`src/rtl/sched_sequencer.sv`:
```
// Programmable schedule sequencer: steps a loaded control-word table, one word per cycle.
// Optional repeated passes are enabled by defining SCHED_REPEAT_EN (adds the repeat_n port).
module sched_sequencer #(
    parameter  int unsigned NUM_STEPS = 16,
    parameter  int unsigned SEL_W     = 4,
    parameter  int unsigned NUM_REGS  = 16,
    localparam int unsigned CW_W      = 6*SEL_W + 5 + NUM_REGS,
    localparam int unsigned AW        = $clog2(NUM_STEPS),
    localparam int unsigned LW        = $clog2(NUM_STEPS + 1)
) (
    input  logic                clk,
    input  logic                rst,
    input  logic                start,
    input  logic                stall,
    input  logic                prog_we,
    input  logic [AW-1:0]       prog_addr,
    input  logic [CW_W-1:0]     prog_data,
    input  logic                prog_len_we,
    input  logic [LW-1:0]       prog_len,
`ifdef SCHED_REPEAT_EN
    input  logic [7:0]          repeat_n,
`endif
    output logic                op_ready,
    output logic                busy,
    output logic                done_next,
    output logic [AW-1:0]       step_idx,
    output logic [SEL_W-1:0]    alu1_sel1,
    output logic [SEL_W-1:0]    alu1_sel2,
    output logic [SEL_W-1:0]    mul1_sel1,
    output logic [SEL_W-1:0]    mul1_sel2,
    output logic [SEL_W-1:0]    log1_sel1,
    output logic [SEL_W-1:0]    log1_sel2,
    output logic                alu1_op,
    output logic                mul1_op,
    output logic [1:0]          log1_op,
    output logic [NUM_REGS-1:0] reg_en,
    output logic                result_en
);

    typedef struct packed {
        logic [SEL_W-1:0]    alu1_sel1;
        logic [SEL_W-1:0]    alu1_sel2;
        logic                alu1_op;
        logic [SEL_W-1:0]    mul1_sel1;
        logic [SEL_W-1:0]    mul1_sel2;
        logic                mul1_op;
        logic [SEL_W-1:0]    log1_sel1;
        logic [SEL_W-1:0]    log1_sel2;
        logic [1:0]          log1_op;
        logic [NUM_REGS-1:0] reg_en;
        logic                result_en;
    } cw_t;

    typedef enum logic [1:0] {
        IDLE = 2'd0,
        RUN  = 2'd1,
        DONE = 2'd2
    } state_t;

    state_t          state, state_nx;
    logic [AW-1:0]   step, step_nx;
    logic [LW-1:0]   len;
    logic [LW-1:0]   len_sat;
    logic [LW-1:0]   len_eff;
    logic            last_step;
    logic [CW_W-1:0] tbl [NUM_STEPS];
    logic [CW_W-1:0] word;
    cw_t             cw;
    logic            prog_ok;
`ifdef SCHED_REPEAT_EN
    logic [7:0]      passes, pass_nx;
`endif

    // Writes only land while idle; a length write in the start cycle is seen by that run.
    assign prog_ok   = (state == IDLE);
    assign len_sat   = (prog_len > LW'(NUM_STEPS)) ? LW'(NUM_STEPS) : prog_len;
    assign len_eff   = (prog_ok && prog_len_we) ? len_sat : len;
    assign last_step = (LW'(step) == (len - LW'(1)));

    // State register plus step, length and pass bookkeeping.
    always_ff @(posedge clk) begin
        if (rst) begin
            state <= IDLE;
            step  <= '0;
            len   <= '0;
`ifdef SCHED_REPEAT_EN
            passes <= '0;
`endif
        end else begin
            state <= state_nx;
            step  <= step_nx;
            if (prog_ok && prog_len_we) begin
                len <= len_sat;
            end
`ifdef SCHED_REPEAT_EN
            passes <= pass_nx;
`endif
        end
    end

    // Control-word table; out-of-range addresses match no entry and are dropped.
    always_ff @(posedge clk) begin
        if (rst) begin
            for (int i = 0; i < int'(NUM_STEPS); i++) begin
                tbl[i] <= '0;
            end
        end else if (prog_ok && prog_we) begin
            for (int i = 0; i < int'(NUM_STEPS); i++) begin
                if (prog_addr == AW'(i)) begin
                    tbl[i] <= prog_data;
                end
            end
        end
    end

    // Next-state and step sequencing.
    always_comb begin
        state_nx = state;
        step_nx  = step;
`ifdef SCHED_REPEAT_EN
        pass_nx  = passes;
`endif
        case (state)
            IDLE: begin
                if (start) begin
                    step_nx  = '0;
                    state_nx = (len_eff != '0) ? RUN : DONE;
`ifdef SCHED_REPEAT_EN
                    pass_nx  = repeat_n;
`endif
                end
            end
            RUN: begin
                if (!stall) begin
                    if (last_step) begin
                        step_nx = '0;
`ifdef SCHED_REPEAT_EN
                        if (passes != '0) begin
                            pass_nx = passes - 8'd1;
                        end else begin
                            state_nx = DONE;
                        end
`else
                        state_nx = DONE;
`endif
                    end else begin
                        step_nx = step + AW'(1);
                    end
                end
            end
            DONE: begin
                state_nx = IDLE;
                step_nx  = '0;
            end
            default: begin
                state_nx = IDLE;
                step_nx  = '0;
            end
        endcase
    end

    assign op_ready  = (state == IDLE);
    assign busy      = (state == RUN);
    assign done_next = (state == DONE);
    assign step_idx  = step;

    // Outputs decode the current word only in RUN; stall masks the write enables.
    assign word      = (state == RUN) ? tbl[step] : '0;
    assign cw        = cw_t'(word);
    assign alu1_sel1 = cw.alu1_sel1;
    assign alu1_sel2 = cw.alu1_sel2;
    assign alu1_op   = cw.alu1_op;
    assign mul1_sel1 = cw.mul1_sel1;
    assign mul1_sel2 = cw.mul1_sel2;
    assign mul1_op   = cw.mul1_op;
    assign log1_sel1 = cw.log1_sel1;
    assign log1_sel2 = cw.log1_sel2;
    assign log1_op   = cw.log1_op;
    assign reg_en    = stall ? '0 : cw.reg_en;
    assign result_en = stall ? 1'b0 : cw.result_en;

endmodule

```
`config.mk`:
```
export PLATFORM = sky130hd
export DESIGN_NAME = sched_sequencer
export DESIGN_NICKNAME = d
export VERILOG_FILES = /design/src/rtl/sched_sequencer.sv
export SDC_FILE = /design/constraint.sdc
export NUM_CORES = 1
export LEC_CHECK = 0
export BUFFER_PORTS_ARGS = -buffer_cell sky130_fd_sc_hd__clkbuf_2
export CAP_MARGIN = 20
export CORE_MARGIN = 1
export CORE_UTILIZATION = 50
export CTS_CLUSTER_DIAMETER = 50
export DETAILED_ROUTE_END_ITERATION = 7
export HOLD_SLACK_MARGIN = 0.06
export PLACE_DENSITY = 0.67
export SETUP_SLACK_MARGIN = 0.05
export SLEW_MARGIN = 20
export SYNTH_ARGS = -nofsm -noshare
export SYNTH_HDL_FRONTEND = slang
export SYNTH_SLANG_ARGS = --single-unit
```
`constraint.sdc`:
```
create_clock -name clk -period 8.35 [get_ports clk]
set_input_delay 1.67 -clock clk [delete_from_list [all_inputs] [get_ports clk]]
set_output_delay 1.67 -clock clk [all_outputs]
set_load 0.02 [all_outputs]
```
# Word level (Yosys, flattened, before mapping)
# Memories as Yosys holds them, arrays and structs flattened. A register that Yosys moved wholly into a read port is not among the register bits.
# Cells that the tools add are included.
[classes]
add_sub_neg = 2
n_mul = 0
n_div = 0
order_cmp = 1
n_eq_ne = 21
shifts = 0
muxes = 98
n_bitwise = 16
n_reduce_logical = 7
[ops]
columns = ["operator", "n"]
rows = [
  ["two-way mux 45 bit", 17],
  ["two-way mux 1 bit", 67],
  ["== test 4 bit (second input constant)", 8],
  ["two-way mux 4 bit", 5],
  ["== test 4 x 3 -> 1 bit (second input constant)", 4],
  ["two-way mux 16 bit", 1],
  ["OR 1 bit", 16],
  ["two-way mux 5 bit", 2],
  ["== test 4 x 2 -> 1 bit (second input constant)", 2],
  ["two-way mux 2 bit", 4],
  ["case mux 4 bit (2 select lines)", 1],
  ["== test 4 x 5 -> 1 bit", 1],
  ["> comparator 5 bit (second input constant)", 1],
  ["nonzero test 5 bit", 1],
  ["subtractor 5 x 1 -> 5 bit (second input constant)", 1],
  ["adder 4 x 1 -> 4 bit (second input constant)", 1],
  ["== test 4 x 1 -> 1 bit (second input constant)", 1],
  ["logical NOT 4 bit", 1],
  ["!= test 2 bit (second input constant)", 2],
  ["case mux 2 bit (2 select lines)", 1],
  ["AND reduction 3 bit", 1],
  ["== test 2 x 1 -> 1 bit (second input constant)", 1],
  ["== test 2 bit (second input constant)", 1],
  ["logical AND 1 bit", 2],
  ["other kinds (3)", 3],
]
[totals]
regBits = 11
latchBits = 0
ram_bits = 720
rom_bits = 0
input_bits = 60
output_inout_bits = 52
word_cells = 149
n_memories = 1
[memory_table]
columns = ["name", "depth", "width", "rd", "rd_ports_with_merged_regs", "write_ports", "line_no", "rtl"]
rows = [
  ["tbl", 16, 45, 1, 1, 16, "66", "logic [CW_W-1:0] tbl [NUM_STEPS];"],
]

# Longest topological paths before layout
[depth]
ltp_word = 7
depth_mapped = 7
mapped_depth_nobuf = 7

# Worst setup path before layout
# Ideal clock, no wire load.
[synth_path]
kind = "input-to-output"
start = "input port stall"
end = "output port reg_en[10]"
t_arrival_ns = 2.447
required_ns = 6.680
slack_ns = 4.233
stages = 3
cell_sequence = "nand2b_1 clkbuf_1 nor2b_1"
[synth_via]
elab_chain_len = 1
[synth_lines]
columns = ["item", "line_no", "rtl"]
rows = [
  ["from (decl)", "14", "input logic stall,"],
  ["two-way mux 16 bit", "179", "assign reg_en = stall ? '0 : cw.reg_en;"],
  ["to (decl)", "36", "output logic [NUM_REGS-1:0] reg_en,"],
]
# No other way between the ends.

==> impl.org <==
** Routing
- Violation count after the first detailed-route iteration :: 1,960
- Remaining design rule violation count :: 0
- The routed layout has 16,489 vias.
- Wires add up to 74,600 um.
- In the final routed layout, each cell accounts on average for 27.5 um.
- Vias/cell :: 6.07
- Count of nets left with antenna violations after detail routing :: 0
- First-pass detailed-route iteration total :: 7

** Clock network
- Cell chosen for the clock root :: sky130_fd_sc_hd__clkbuf_16
- Setup Buffers After CTS :: 0
- TritonCTS built the clock tree.
- Hold-fix buffer count after cts :: 0
- H-Tree Depth :: 3
- Clock-pin slew was measured on the worst setup and hold paths at 0.06 ns.
- Clock Tree Buf Depth :: 3
- Num CTS Buffers :: 78
- The tree built by TritonCTS fans out to 735 sinks.
- The clock reaches the later pin of the worst-skew pair after 0.62 ns.
- The number of gates resized after CTS was 0.

** Synthesis
- After synthesis, the mean cell area works out to 17.1 um^2.
- The synthesized netlist contains 38 unique library cells.
- Synthesis inferred 735 register bits.
- Yosys top cell area share :: 70.5%
- Netlist area before placement :: 30,700 um^2
- Syn Inst Count :: 1,799
- Post-synth top area cell :: sky130_fd_sc_hd__edfxtp_1
- Counting every net in the synthesized netlist gives 1,861.
- Yosys warning total :: 0
- By area the synthesized netlist is led by sky130_fd_sc_hd__edfxtp_1 70%, sky130_fd_sc_hd__mux4_2 17%, sky130_fd_sc_hd__nor2_1 5.6%.
- Share of the yosys chip area belonging to registers :: 71.4%

** Setup path
- For this run, the slowest stage of the critical path takes 0.86 ns.
- Kind of cell with the highest combined delay on the critical path :: multiplexers
- The critical path is of the flip-flop to output pin type.
- The worst setup path is launched from a flip-flop.
- Count of buffer and inverter cells on the critical path :: 2
- Cells along the critical path :: buf_4 -> mux4_2 -> mux4_2 -> nor2b_1 -> clkbuf_2
- Of all nets on the critical path, the largest fanout is 50.
- Among all stages on the critical path, the largest delay is contributed by sky130_fd_sc_hd__buf_4.
- STA classifies the critical path endpoint as an output pin.
- Cell occurring most often along the worst timing path :: sky130_fd_sc_hd__mux4_2
- At the worst endpoint, the arrival time is 3.78 ns.
- For the worst setup path, the data required time is 6.68 ns.

** Timing
- Setup TNS :: 0 ns
- In this run the tightest slew margin relative to its limit is 26.6%.
- Total count of hold-check failures in the final report :: 0
- Based on the critical path, the design can be clocked at up to 184 MHz.
- Number of max-slew violations in the final report :: 0
- In the finished design, the share of the clock period the worst path needs comes to 65.2%.
- Setup repair after global routing left no endpoint under its margin.
- Post-layout min period :: 5.45 ns
- Across all hold checks on the routed design, the worst slack comes to 0.554 ns.
- Number of setup violations in the final report :: 0
- Worst Clk Skew :: 0.0252 ns
- At the pin with the least slew margin, the transition time is 1.10 ns.

** Outcome
- The run finished with clean final reports.

** Place
- Detailed placement finished with a half-perimeter wire length of 37,800 um.
- Port buffering added 111 buffers.
- At the end of routability-driven placement, the weighted congestion stood at 0.760.

** Power
- Maximum ir drop on the vdd rail :: 0.159 mV
- Power Density :: 257 nW/um^2
- In this run the static leakage power is 0.0120 uW.

** Cells and area
- At the end of the flow, the number of nets in the layout was 1,935.
- Area added between synthesis and finish :: 12.5%
- Layout cell share with drive strength beyond 1 :: 29.0%

** Global routing
- Largest net degree at the start of global routing :: 181
- Total global routing overflow :: 0
- Global-route wire length before repair :: 111,000 um
- Antenna violations before repair :: 1
- In the global route stage, overall resource usage came out at 24.6%.
- Number of global-route vias before repair :: 16,919

** Floorplanning
- The die is 250 um wide.
- The floorplan has 90 rows.
- Die boundary height :: 250 um
- The die covers 62,400 um^2.
- After floorplanning, the core was sized to cover 60,500 um^2.
- For this design the top-level I/O count stands at 112.
- Once the floorplan was initialized, standard cells occupied 50.7% of the core.

** Worst hold path
- The min-delay analysis places its worst path in the category flip-flop to flip-flop.

** Flow run
- Across the run, the number of max-cap violations was 0.
## worst min-delay path, delay by kind of cell (launching register included)
family | cells | cell delay [ns]
flops | 1 | 0.36
simple gates | 1 | 0.08
compound gates | 1 | 0.08
## state kept, by name (all words and copies together) (netlist names), named ones only
name / cells
step_idx: 4
len: 5
state: 2
tbl: 720
## cell families (layout without fill, tap and decap cells)
| logic type | after synthesis | after routing | synth area share, % |
|---|---|---|---|
| DFF | 735 | 735 | 71.4 |
| and+or+nand+nor | 612 | 612 | 8.60 |
| muxes | 226 | 226 | 16.5 |
| buffers and inverters | 198 | 334 | 2.74 |
| AOI/OAI and AO/OA | 22 | 22 | 0.485 |
| xor gates and xnor gates | 4 | 4 | 0.114 |
| adders and majority gates | 2 | 2 | 0.0815 |
| other | 0 | 1 | 0 |
## cell usage after synthesis
library cell / instances
sky130_fd_sc_hd__o211ai_1: 2
sky130_fd_sc_hd__and2_1: 28
sky130_fd_sc_hd__and3_1: 2
sky130_fd_sc_hd__nand2b_1: 59
sky130_fd_sc_hd__o2111ai_1: 1
sky130_fd_sc_hd__nand4b_1: 1
sky130_fd_sc_hd__o21ai_1: 1
sky130_fd_sc_hd__inv_1: 2
sky130_fd_sc_hd__or3_1: 3
sky130_fd_sc_hd__nor3b_1: 7
sky130_fd_sc_hd__dfxtp_1: 15
sky130_fd_sc_hd__nor3_1: 3
sky130_fd_sc_hd__mux2i_1: 1
sky130_fd_sc_hd__a31oi_1: 3
sky130_fd_sc_hd__edfxtp_1: 720
sky130_fd_sc_hd__buf_6: 11
sky130_fd_sc_hd__buf_1: 9
sky130_fd_sc_hd__xnor2_1: 3
sky130_fd_sc_hd__nor2b_1: 22
sky130_fd_sc_hd__o41ai_1: 1
sky130_fd_sc_hd__clkbuf_1: 119
sky130_fd_sc_hd__a31o_1: 4
sky130_fd_sc_hd__inv_2: 45
sky130_fd_sc_hd__or3b_1: 1
sky130_fd_sc_hd__ha_1: 2
sky130_fd_sc_hd__buf_2: 12
sky130_fd_sc_hd__nand4_1: 1
sky130_fd_sc_hd__a21o_1: 2
sky130_fd_sc_hd__and3b_1: 1
sky130_fd_sc_hd__nand3b_1: 1
sky130_fd_sc_hd__nand3_1: 2
sky130_fd_sc_hd__a21oi_1: 7
sky130_fd_sc_hd__or2_1: 1
sky130_fd_sc_hd__mux4_2: 225
sky130_fd_sc_hd__xor2_1: 1
sky130_fd_sc_hd__nand2_1: 19
sky130_fd_sc_hd__nor2_1: 461
sky130_fd_sc_hd__a21boi_1: 1
## worst paths after layout
check | start | to | slack [ns] | depth (start not counted)
setup / recovery | flip-flop | reg_en[14] | 2.90 | 5
hold / removal | len[1] | len[1] | 0.55 | 2
setup reg to reg | state[1] | tbl[4][20] | 4.71 | 6
hold reg to reg | len[1] | len[1] | 0.55 | 2
## per-stage QoR
step	utilization [%]	area, um^2	std cells	setup WS [ns]	power [uW]
after detailed placement	52.8	31900	2574	3.42	5490
final	57.1	34500	2718	2.90	8860
after global placement	52.8	31900	2574	3.45	5470
after floorplan	-	30700	1799	4.23	5170
after CTS	57.0	34500	2716	2.75	8930
after global routing	57.1	34500	2717	2.63	9130
## report_power, final
group | total, uW | internal, uW | switching (uW)
clock | 3460 | 2040 | 1430
combinational | 1030 | 434 | 598
sequential | 4370 | 4280 | 85.8
total | 8860 | 6750 | 2110
## area by class of cell
class | instances | area [um^2]
antenna | 1 | 2.50
clock buffer | 96 | 2080
clock inverter | 46 | 484
fill | 4528 | 25900
inverter | 47 | 176
multi-input combinational | 866 | 8020
sequential | 735 | 21900
tap | 782 | 978
timing repair buffer | 145 | 843
## layer usage
layer | track usage, % | vias to the layer above | routed length, um
li1 | - | 6933 | -
met1 | 34.6 | 8583 | 29400
met2 | 39.4 | 854 | 36200
met3 | 4.27 | 119 | 7250
met4 | 7.72 | 0 | 1810
met5 | 0 | - | 0
## layout by cell type (no fill, tap or decap), types with 2 or more instances in the layout
cell / count
sky130_fd_sc_hd__nor2_1: 461
sky130_fd_sc_hd__bufinv_16: 8
sky130_fd_sc_hd__or3_1: 3
sky130_fd_sc_hd__nand3_1: 2
sky130_fd_sc_hd__nand2b_1: 49
sky130_fd_sc_hd__o211ai_1: 2
sky130_fd_sc_hd__clkbuf_1: 15
sky130_fd_sc_hd__dfxtp_1: 11
sky130_fd_sc_hd__inv_6: 5
sky130_fd_sc_hd__inv_1: 2
sky130_fd_sc_hd__clkinvlp_4: 5
sky130_fd_sc_hd__nand2_2: 10
sky130_fd_sc_hd__a21oi_1: 7
sky130_fd_sc_hd__clkinv_4: 2
sky130_fd_sc_hd__buf_4: 32
sky130_fd_sc_hd__clkinv_8: 2
sky130_fd_sc_hd__clkbuf_16: 81
sky130_fd_sc_hd__ha_1: 2
sky130_fd_sc_hd__nand2_1: 9
sky130_fd_sc_hd__nand2b_2: 10
sky130_fd_sc_hd__inv_2: 45
sky130_fd_sc_hd__and3_1: 2
sky130_fd_sc_hd__dfxtp_4: 3
sky130_fd_sc_hd__nor2b_1: 21
sky130_fd_sc_hd__and2_1: 28
sky130_fd_sc_hd__xnor2_1: 3
sky130_fd_sc_hd__clkinv_1: 11
sky130_fd_sc_hd__nor3_1: 3
sky130_fd_sc_hd__nor3b_1: 7
sky130_fd_sc_hd__a31o_4: 4
sky130_fd_sc_hd__clkbuf_2: 110
sky130_fd_sc_hd__edfxtp_1: 720
sky130_fd_sc_hd__a21o_2: 2
sky130_fd_sc_hd__mux4_2: 225
sky130_fd_sc_hd__a31oi_1: 3
sky130_fd_sc_hd__clkinv_2: 12
(Power assumes the default switching activity.)
